### config.mk
export PLATFORM = sky130hd
export DESIGN_NAME = ccg_sweep_ctrl_flat
export DESIGN_NICKNAME = d
export VERILOG_FILES = /design/src/rtl/ccg_sweep_ctrl_if.sv /design/src/rtl/ccg_sweep_ctrl.sv /design/src/flat_wrapper.sv
export SDC_FILE = /design/constraint.sdc
export NUM_CORES = 1
export LEC_CHECK = 0
export ABC_AREA = 1
export BUFFER_PORTS_ARGS = -buffer_cell sky130_fd_sc_hd__buf_2
export CAP_MARGIN = 30
export CORE_AREA = 2 2 117 91
export CTS_CLUSTER_DIAMETER = 80
export DETAILED_ROUTE_END_ITERATION = 8
export DIE_AREA = 0 0 119 93
export GPL_ROUTABILITY_DRIVEN = 0
export PLACE_DENSITY_LB_ADDON = 0.05
export SLEW_MARGIN = 20
export SYNTH_ARGS = -nofsm -noshare
export SYNTH_HDL_FRONTEND = slang
export SYNTH_SLANG_ARGS = --single-unit
### constraint.sdc
create_clock -name clk -period 1.2 [get_ports clk]
set_input_delay 0.18 -clock clk [delete_from_list [all_inputs] [get_ports clk]]
set_output_delay 0.18 -clock clk [all_outputs]
set_load 0.02 [all_outputs]
### src/rtl/ccg_sweep_ctrl_if.sv
// Harness-side bus of ccg_sweep_ctrl: sweep control, CUT vector/response and result status.
// Optional golden compare ports appear when CCG_SWEEP_GOLDEN_CMP_EN is defined.
interface ccg_sweep_ctrl_if #(
   parameter int N_IN  = 11,
   parameter int N_OUT = 13,
   parameter int SIG_W = 16
);
   logic              start;
   logic              abort;
   logic              pause;
   logic [N_IN-1:0]   cut_in;
   logic [N_OUT-1:0]  cut_out;
   logic              busy;
   logic              done;
   logic [SIG_W-1:0]  signature;
   logic [N_IN:0]     onset_cnt;
   logic [N_IN:0]     vec_idx;
`ifdef CCG_SWEEP_GOLDEN_CMP_EN
   logic [SIG_W-1:0]  golden_sig;
   logic              pass;
   logic              fail;
`endif

   modport master (
      output start, abort, pause, cut_out,
`ifdef CCG_SWEEP_GOLDEN_CMP_EN
      output golden_sig,
      input  pass, fail,
`endif
      input  cut_in, busy, done, signature, onset_cnt, vec_idx
   );

   modport slave (
      input  start, abort, pause, cut_out,
`ifdef CCG_SWEEP_GOLDEN_CMP_EN
      input  golden_sig,
      output pass, fail,
`endif
      output cut_in, busy, done, signature, onset_cnt, vec_idx
   );
endinterface

### src/rtl/ccg_sweep_ctrl.sv
// Exhaustive CUT input sweeper with MISR signature and onset counter.
// Optional signature compare against golden_sig: define CCG_SWEEP_GOLDEN_CMP_EN.
//
// state     | meaning
// ----------+-----------------------------------------------
// S_IDLE    | waiting for start, results of last sweep held
// S_DRIVE   | present vector v on cut_in
// S_SETTLE  | wait SETTLE_CYC cycles for the CUT to settle
// S_CAPTURE | fold cut_out into MISR/onset, advance v
// S_DONE    | all 2^N_IN vectors captured, results held
module ccg_sweep_ctrl #(
   parameter int               N_IN       = 11,
   parameter int               N_OUT      = 13,
   parameter int               SIG_W      = 16,
   parameter int               SETTLE_CYC = 1,
   parameter logic [SIG_W-1:0] SEED       = SIG_W'(16'hFFFF)
) (
   input  logic            clk,
   input  logic            rst,
   ccg_sweep_ctrl_if.slave bus
);
   typedef enum logic [2:0] {
      S_IDLE, S_DRIVE, S_SETTLE, S_CAPTURE, S_DONE
   } state_t;

   localparam logic [SIG_W-1:0] POLY      = SIG_W'(16'h1021);
   localparam logic [7:0]       SETTLE_LD = (SETTLE_CYC > 0) ? 8'(SETTLE_CYC - 1) : 8'd0;

   state_t            state, state_nxt;
   logic [N_IN-1:0]   v;
   logic [N_IN-1:0]   cut_in_q;
   logic [7:0]        settle_cnt;
   logic [SIG_W-1:0]  sig_q, sig_nxt;
   logic [N_IN:0]     onset_q, vidx_q;
   logic              load_run, do_drive, do_capture, settle_load, settle_dec;
   logic              last_vec;

   assign last_vec = (v == {N_IN{1'b1}});
   assign sig_nxt  = {sig_q[SIG_W-2:0], 1'b0} ^ (sig_q[SIG_W-1] ? POLY : '0)
                   ^ SIG_W'(bus.cut_out);

   always_ff @(posedge clk) begin
      if (rst) state <= S_IDLE;
      else     state <= state_nxt;
   end

   always_comb begin
      state_nxt   = state;
      load_run    = 1'b0;
      do_drive    = 1'b0;
      do_capture  = 1'b0;
      settle_load = 1'b0;
      settle_dec  = 1'b0;
      if (bus.abort) begin
         state_nxt = S_IDLE;
      end else if (!bus.pause) begin
         case (state)
            S_IDLE, S_DONE: begin
               if (bus.start) begin
                  state_nxt = S_DRIVE;
                  load_run  = 1'b1;
               end
            end
            S_DRIVE: begin
               do_drive = 1'b1;
               if (SETTLE_CYC > 0) begin
                  state_nxt   = S_SETTLE;
                  settle_load = 1'b1;
               end else begin
                  state_nxt = S_CAPTURE;
               end
            end
            S_SETTLE: begin
               if (settle_cnt == 8'd0) state_nxt = S_CAPTURE;
               else                    settle_dec = 1'b1;
            end
            S_CAPTURE: begin
               do_capture = 1'b1;
               state_nxt  = last_vec ? S_DONE : S_DRIVE;
            end
            default: state_nxt = S_IDLE;
         endcase
      end
   end

   always_ff @(posedge clk) begin
      if (rst) begin
         v          <= '0;
         cut_in_q   <= '0;
         settle_cnt <= 8'd0;
         sig_q      <= SEED;
         onset_q    <= '0;
         vidx_q     <= '0;
      end else begin
         if (load_run) begin
            v       <= '0;
            sig_q   <= SEED;
            onset_q <= '0;
            vidx_q  <= '0;
         end
         if (do_drive) cut_in_q <= v;
         if (settle_load)     settle_cnt <= SETTLE_LD;
         else if (settle_dec) settle_cnt <= settle_cnt - 8'd1;
         // v stops at the last vector; vec_idx carries the extra bit for 2^N_IN
         if (do_capture) begin
            sig_q   <= sig_nxt;
            onset_q <= onset_q + {{N_IN{1'b0}}, bus.cut_out[0]};
            vidx_q  <= vidx_q + (N_IN+1)'(1);
            if (!last_vec) v <= v + N_IN'(1);
         end
      end
   end

`ifdef CCG_SWEEP_GOLDEN_CMP_EN
   logic pass_q, fail_q;

   always_ff @(posedge clk) begin
      if (rst || bus.abort || load_run) begin
         pass_q <= 1'b0;
         fail_q <= 1'b0;
      end else if (do_capture && last_vec) begin
         pass_q <= (sig_nxt == bus.golden_sig);
         fail_q <= (sig_nxt != bus.golden_sig);
      end
   end

   assign bus.pass = pass_q;
   assign bus.fail = fail_q;
`endif

   assign bus.cut_in    = cut_in_q;
   assign bus.busy      = (state == S_DRIVE) || (state == S_SETTLE) || (state == S_CAPTURE);
   assign bus.done      = (state == S_DONE);
   assign bus.signature = sig_q;
   assign bus.onset_cnt = onset_q;
   assign bus.vec_idx   = vidx_q;
endmodule

### src/flat_wrapper.sv
// flat-port wrapper written by rule: the top's interface ports become plain ports
module ccg_sweep_ctrl_flat 
#(
   parameter int               N_IN       = 11,
   parameter int               N_OUT      = 13,
   parameter int               SIG_W      = 16,
   parameter int               SETTLE_CYC = 1,
   parameter logic [SIG_W-1:0] SEED       = SIG_W'(16'hFFFF)
)
  (clk, rst, bus_start, bus_abort, bus_pause, bus_cut_out, bus_cut_in, bus_busy, bus_done, bus_signature, bus_onset_cnt, bus_vec_idx);
  ccg_sweep_ctrl_if #(.N_IN(N_IN), .N_OUT(N_OUT), .SIG_W(SIG_W)) bus_i ();
  input  logic clk;
  input  logic rst;
  input wire logic [$bits(bus_i.start)-1:0] bus_start;
  input wire logic [$bits(bus_i.abort)-1:0] bus_abort;
  input wire logic [$bits(bus_i.pause)-1:0] bus_pause;
  input wire logic [$bits(bus_i.cut_out)-1:0] bus_cut_out;
  output wire logic [$bits(bus_i.cut_in)-1:0] bus_cut_in;
  output wire logic [$bits(bus_i.busy)-1:0] bus_busy;
  output wire logic [$bits(bus_i.done)-1:0] bus_done;
  output wire logic [$bits(bus_i.signature)-1:0] bus_signature;
  output wire logic [$bits(bus_i.onset_cnt)-1:0] bus_onset_cnt;
  output wire logic [$bits(bus_i.vec_idx)-1:0] bus_vec_idx;
  assign bus_i.start = bus_start;
  assign bus_i.abort = bus_abort;
  assign bus_i.pause = bus_pause;
  assign bus_i.cut_out = bus_cut_out;
  assign bus_cut_in = bus_i.cut_in;
  assign bus_busy = bus_i.busy;
  assign bus_done = bus_i.done;
  assign bus_signature = bus_i.signature;
  assign bus_onset_cnt = bus_i.onset_cnt;
  assign bus_vec_idx = bus_i.vec_idx;
  ccg_sweep_ctrl #(.N_IN(N_IN), .N_OUT(N_OUT), .SIG_W(SIG_W), .SETTLE_CYC(SETTLE_CYC), .SEED(SEED)) u_core (.clk(clk), .rst(rst), .bus(bus_i));
endmodule
Word-level counts from Yosys, hierarchy flattened:

Cells that the tools add are included.
Widths: inputs -> output; s select.

* $add $sub $neg: 4
* equal/unequal tests: 7
* multiplexer cells: 27
* bitwise gates (word level): 3
* reductions and logical operators: 9

Operator list (number)
* $mux 12: 3
* $mux 11: 3
* $mux 16: 2
* $xor 16x13->16: 1
* $xor 16x16->16: 1
* $mux 1: 14
* $mux 13: 1
* $add 12x1->12: 1
* $add 12x1->12 const B: 1
* $pmux 3 s4: 1
* $add 11x1->11 const B: 1
* $eq 11x11->1 const B: 1
* $mux 3: 3
* $logic_not 8->1: 1
* $sub 8x1->8 const B: 1
* $eq 3x2->1 const B: 2
* $reduce_or 2->1: 3
* $eq 3x1->1 const B: 1
* $eq 3x3->1 const B: 1
* $logic_not 3->1: 1
* $reduce_and 3->1: 1
* $logic_or 1x1->1: 2
* $ne 2x1->1 const B: 1
* $ne 2x2->1 const B: 1
* 2 further kinds: 2

* flip-flop bits (word level): 73
* bits of input ports: 18
* output and inout port bits: 53
* logic and storage cells: 57

Longest topological paths before layout:

* depth in word-level cells: 8
* depth in mapped cells: 9
* gate-level depth less buffers: 9

Worst setup path before layout:

No wires, ideal clock.

* kind: register to register
* start point: register u_core.onset_q[0] (netlist: u_core.bus.onset_cnt[0])
* end point: register u_core.onset_q[11] (netlist: u_core.bus.onset_cnt[11])
* library setup time: 115 ps
* data arrival time: 1396 ps
* required time: 1085 ps
* path slack: -311 ps
* stages on the path, launching flop included: 9
* path buffers: 0
* period minus slack after synthesis: 1511 ps
* cells stage by stage: dfxtp_1 > ha_1 > nand3_1 > nor2_1 > nand3_1 > nor2_1 > nand2_1 > o21ai_0 > inv_1

* longest elaborated chain between the ends: 2

Ends and longest elaborated chain
* start: declaration: RTL line ccg_sweep_ctrl.sv:34 `logic [N_IN:0] onset_q, vidx_q;`
* start signal: assignment: RTL line ccg_sweep_ctrl.sv:107 `onset_q <= onset_q + {{N_IN{1'b0}}, bus.cut_out[0]};`
* $add 12x1->12: RTL line ccg_sweep_ctrl.sv:107
* $mux 12: RTL line ccg_sweep_ctrl.sv:105 `if (do_capture) begin`

No other way between the ends.
A chain may end at the register's enable or synchronous reset.

Worst setup path after layout:

* start point: register u_core.state[0]
* end point: output port bus_done

* longest elaborated chain between the ends: 1

Ends and longest elaborated chain
* start: declaration: RTL line ccg_sweep_ctrl.sv:29 `state_t state, state_nxt;`
* start signal: assignment: RTL line ccg_sweep_ctrl.sv:44 `else state <= state_nxt;`
* $eq 3x3->1: RTL line ccg_sweep_ctrl.sv:133 `assign bus.done = (state == S_DONE);`
* end: declaration: RTL line flat_wrapper.sv:20 `output wire logic [$bits(bus_i.done)-1:0] bus_done;`

No other way between the ends.

==> key figures <==
Routing
  • Top sig layer: met4
  • Remaining DRCs: 0
  • M1 WL: roughly 5.2 mm
  • Average wire per standard cell: about 14 µm
  • Drt initial violations: 230
  • Routed wl met3: ~500 µm
  • Total Wirelength: approximately 11 mm
  • Routed wl met2: about 5.5 mm
  • Detail Route Antenna Nets: 0
  • 1st-pass router iterations: 4
  • Vias per std cell: between 4 and 5
  • Via count: roughly 3900

Layout
  • Fill cell count: between 800 and 900
  • Synth-to-layout area growth: 74.4%
  • Final non-filler cell total: between 800 and 900
  • Final #Nets: 701
  • Layout cells sized above 1: 51.3%
  • Final core occ: 62.3%
  • Diode count: 0

Outcome
  • Outcome: finished with violations
  • Failing checks: setup timing

Power
  • PD cells: approximately 910 mW/mm²
  • Leak: between 2 and 3 nW
  • Power after layout: 5.66 mW
  • Peak supply drop: around 0.48 mV

Floorplanning
  • Chip height: 93 µm
  • Die X: between 100 and 150 µm
  • Initial core utilization: between 30 and 40%
  • Io pins: a little over 70
  • Die ar.: roughly 0.011 mm²
  • Core box area: ~0.01 mm²
  • Rows: 32

Setup path
  • Bufs and invs on worst path: 4
  • Worst Setup SP: u_core.state[0]
  • Worst Path Required: slightly above 1 ns
  • Critical Path Start Type: register
  • CP Max Fanout: 3
  • Critical path type: reg2out
  • CP endpoint kind: output pin
  • Family with the most delay on the worst path: flip-flops
  • Critical path's slowest cell: dfxtp_4
  • Reg2reg start: u_core.state[1]
  • Crit-path cells: nor2_4 -> buf_6 -> inv_2 -> buf_6 -> nor2_4 -> buf_6
  • WP data arrival: roughly 1.2 ns
  • Worst path max stage delay: between 0.3 and 0.4 ns
  • Most common cell on crit path: buf_6

Global routing
  • GRT Total Usage: 21.0%
  • Vias in the first global route: 3920
  • Largest net degree at the start of global routing: 27
  • Initial antenna violation count: 0
  • First-pass GRT wire length: 18.5 mm
  • Grt total ovfl: 0

Timing
  • RSZ-0062 raised after global routing: yes
  • Rel. slew slack: around three quarters
  • Worst Skew: approximately 0.0053 ns
  • Fmax: between 700 and 800 MHz
  • Setup WS post-layout: -0.220 ns
  • Worst-Margin Slew: ~0.36 ns
  • Final Cycle Share: 118%
  • Post-route minimum period: ~1.4 ns
  • Setup TNS Final: -7.08 ns
  • Pins Over Slew Limit: 0
  • Final hold violations: 0
  • # setup viols final: 75

Clocking
  • Clk_lat worst skew: roughly 0.34 ns
  • CTS root buf: clkbuf_16
  • CTS tree: done
  • Post-CTS Hold Buffers: 0
  • Clock Pin Slew Worst Setup and Hold Paths: 0.05 ns
  • Clock Path Buffers: 2
  • # clock sinks: 73
  • Htree depth: 3
  • Total CTS buffers: 9

Logic synthesis
  • Post-Syn Instances: between 500 and 600
  • Sequential share of the synthesized area: roughly two fifths
  • Distinct cells, synth: 33
  • Syn_area_per_cell: between 7 and 8 µm²
  • Post-synth net total: approximately 530
  • #FFs+latches synth: 73
  • Cell Area, Synth: ~0.0036 mm²
  • Yosys warnings: 0

Flow run
  • Max Cap Viol: 0

Min path
  • Hold Path Class: in2reg
  • Worst Min Path Start: bus_cut_out[12]

Placement
  • PortBufs: 70
  • Placed insts: a little under 800
  • DP HPWL: between 6 and 7 mm
  • Dpl ws: -0.204 ns
==> sequential cells by signal, indices dropped and copies added (netlist names) <==
name and count:
u_core.bus.signature 16, u_core.settle_cnt 8, u_core.bus.cut_in 11, u_core.state 3, u_core.v 11, u_core.bus.vec_idx 12, u_core.bus.onset_cnt 12
==> worst register-to-register path: cells and delay by family (launching register included) <==
kind	cells	cell delay, ns
AO/OA/AOI/OAI	1	0.17
flip-flops	1	0.37
buffers and inverters	3	0.48
AND/OR/NAND/NOR	4	0.29
==> layer usage <==
| metal | GRT usage, % | up-vias |
|---|---|---|
| met3 | 4.76 | 13 |
| met1 | 26.7 | 1803 |
| met5 | 0 | - |
| met2 | 35.8 | 70 |
| met4 | 6.45 | 0 |
| li1 | - | 2004 |
==> synthesized netlist by cell type <==
library cell    n  area [µm²]
a21boi_0        1        7.51
a21oi_1        39         195
a22oi_1         1        7.51
a31oi_1         1        6.26
and2_1          1        6.26
and3_1          1        6.26
buf_2           4        20.0
buf_4           4        30.0
buf_6           3        33.8
clkbuf_1        6        22.5
clkinv_4        1        8.76
dfxtp_1        73        1460
ha_1            6        75.1
inv_1          49         184
inv_2           1        3.75
nand2_1       119         447
nand2_2         2        12.5
nand2_4         2        22.5
nand3_1        33         165
nand3b_1        2        15.0
nand4_1         5        31.3
nor2_1         56         210
nor2_2          2        12.5
nor2_4          2        22.5
nor3_1          6        30.0
nor3_4          1        16.3
o211ai_1        1        7.51
o21ai_0        42         210
o22ai_1        16         100
o31ai_1         2        15.0
or2_2           2        12.5
xnor2_1         5        43.8
xor2_1         14         123
==> cell families (layout without fill, tap and decap cells) <==
kind of cell / after synthesis / after routing / synth area share (%)
compound gates: 103 / 103 / 15.4
xor+xnor: 19 / 19 / 4.67
fa+ha+maj: 6 / 6 / 2.11
flops: 73 / 73 / 41.0
simple gates: 234 / 235 / 28.3
buf+inv: 68 / 246 / 8.49
==> cell usage in the layout (no fill, tap or decap), drive strengths merged, types with 16 or more instances in the layout <==
cell type and n:
a21oi 39, buf 176, clkbuf 16, dfxtp 73
inv 47, nand2 124, nand3 33, nor2 60
o21ai 42, o22ai 16
==> final timing paths <==
| path | endpoint | slack, ns | depth (start not counted) |
|---|---|---|---|
| setup reg to reg | u_core.v[7] | -0.17 | 8 |
| hold / removal | u_core.bus.signature[12] | 0.20 | 4 |
| hold reg to reg | u_core.bus.onset_cnt[9] | 0.48 | 2 |
| setup / recovery | bus_done | -0.22 | 6 |
==> cell type report <==
type / instances / area, µm² / area share, %
Inverter: 51 / 229 / 3.68
Multi-Input combinational cell: 363 / 2490 / 40.0
Tap cell: 136 / 170 / 2.74
Clock buffer: 14 / 284 / 4.57
Timing Repair Buffer: 178 / 1500 / 24.2
Clock inverter: 2 / 35.0 / 0.564
Timing Repair inverter: 1 / 7.51 / 0.121
Sequential cell: 73 / 1500 / 24.1
==> power by group <==
| part | switching, mW | total [mW] | internal [mW] |
|---|---|---|---|
| clock network | 1.03 | 2.86 | 1.83 |
| registers | 0.00867 | 2.43 | 2.43 |
| logic | 0.205 | 0.361 | 0.156 |
| total | 1.24 | 5.66 | 4.42 |
==> per-stage QoR <==
step	hold slack, ns	instance area (µm²)
4_1_cts	0.193	5840
2_1_floorplan	0.280	3660
6_report	0.201	6220
3_3_place_gp	0.453	4740
3_5_place_dp	0.467	4740
5_1_grt	0.210	6220
==> timing repair <==
action,CTS,global route
pin swaps,36,30
gates cloned,6,1
endpoints found under the setup margin,68,79
buffers inserted,15,11
resized for setup,152,79
Note: power is estimated with default switching activity, not from simulation.
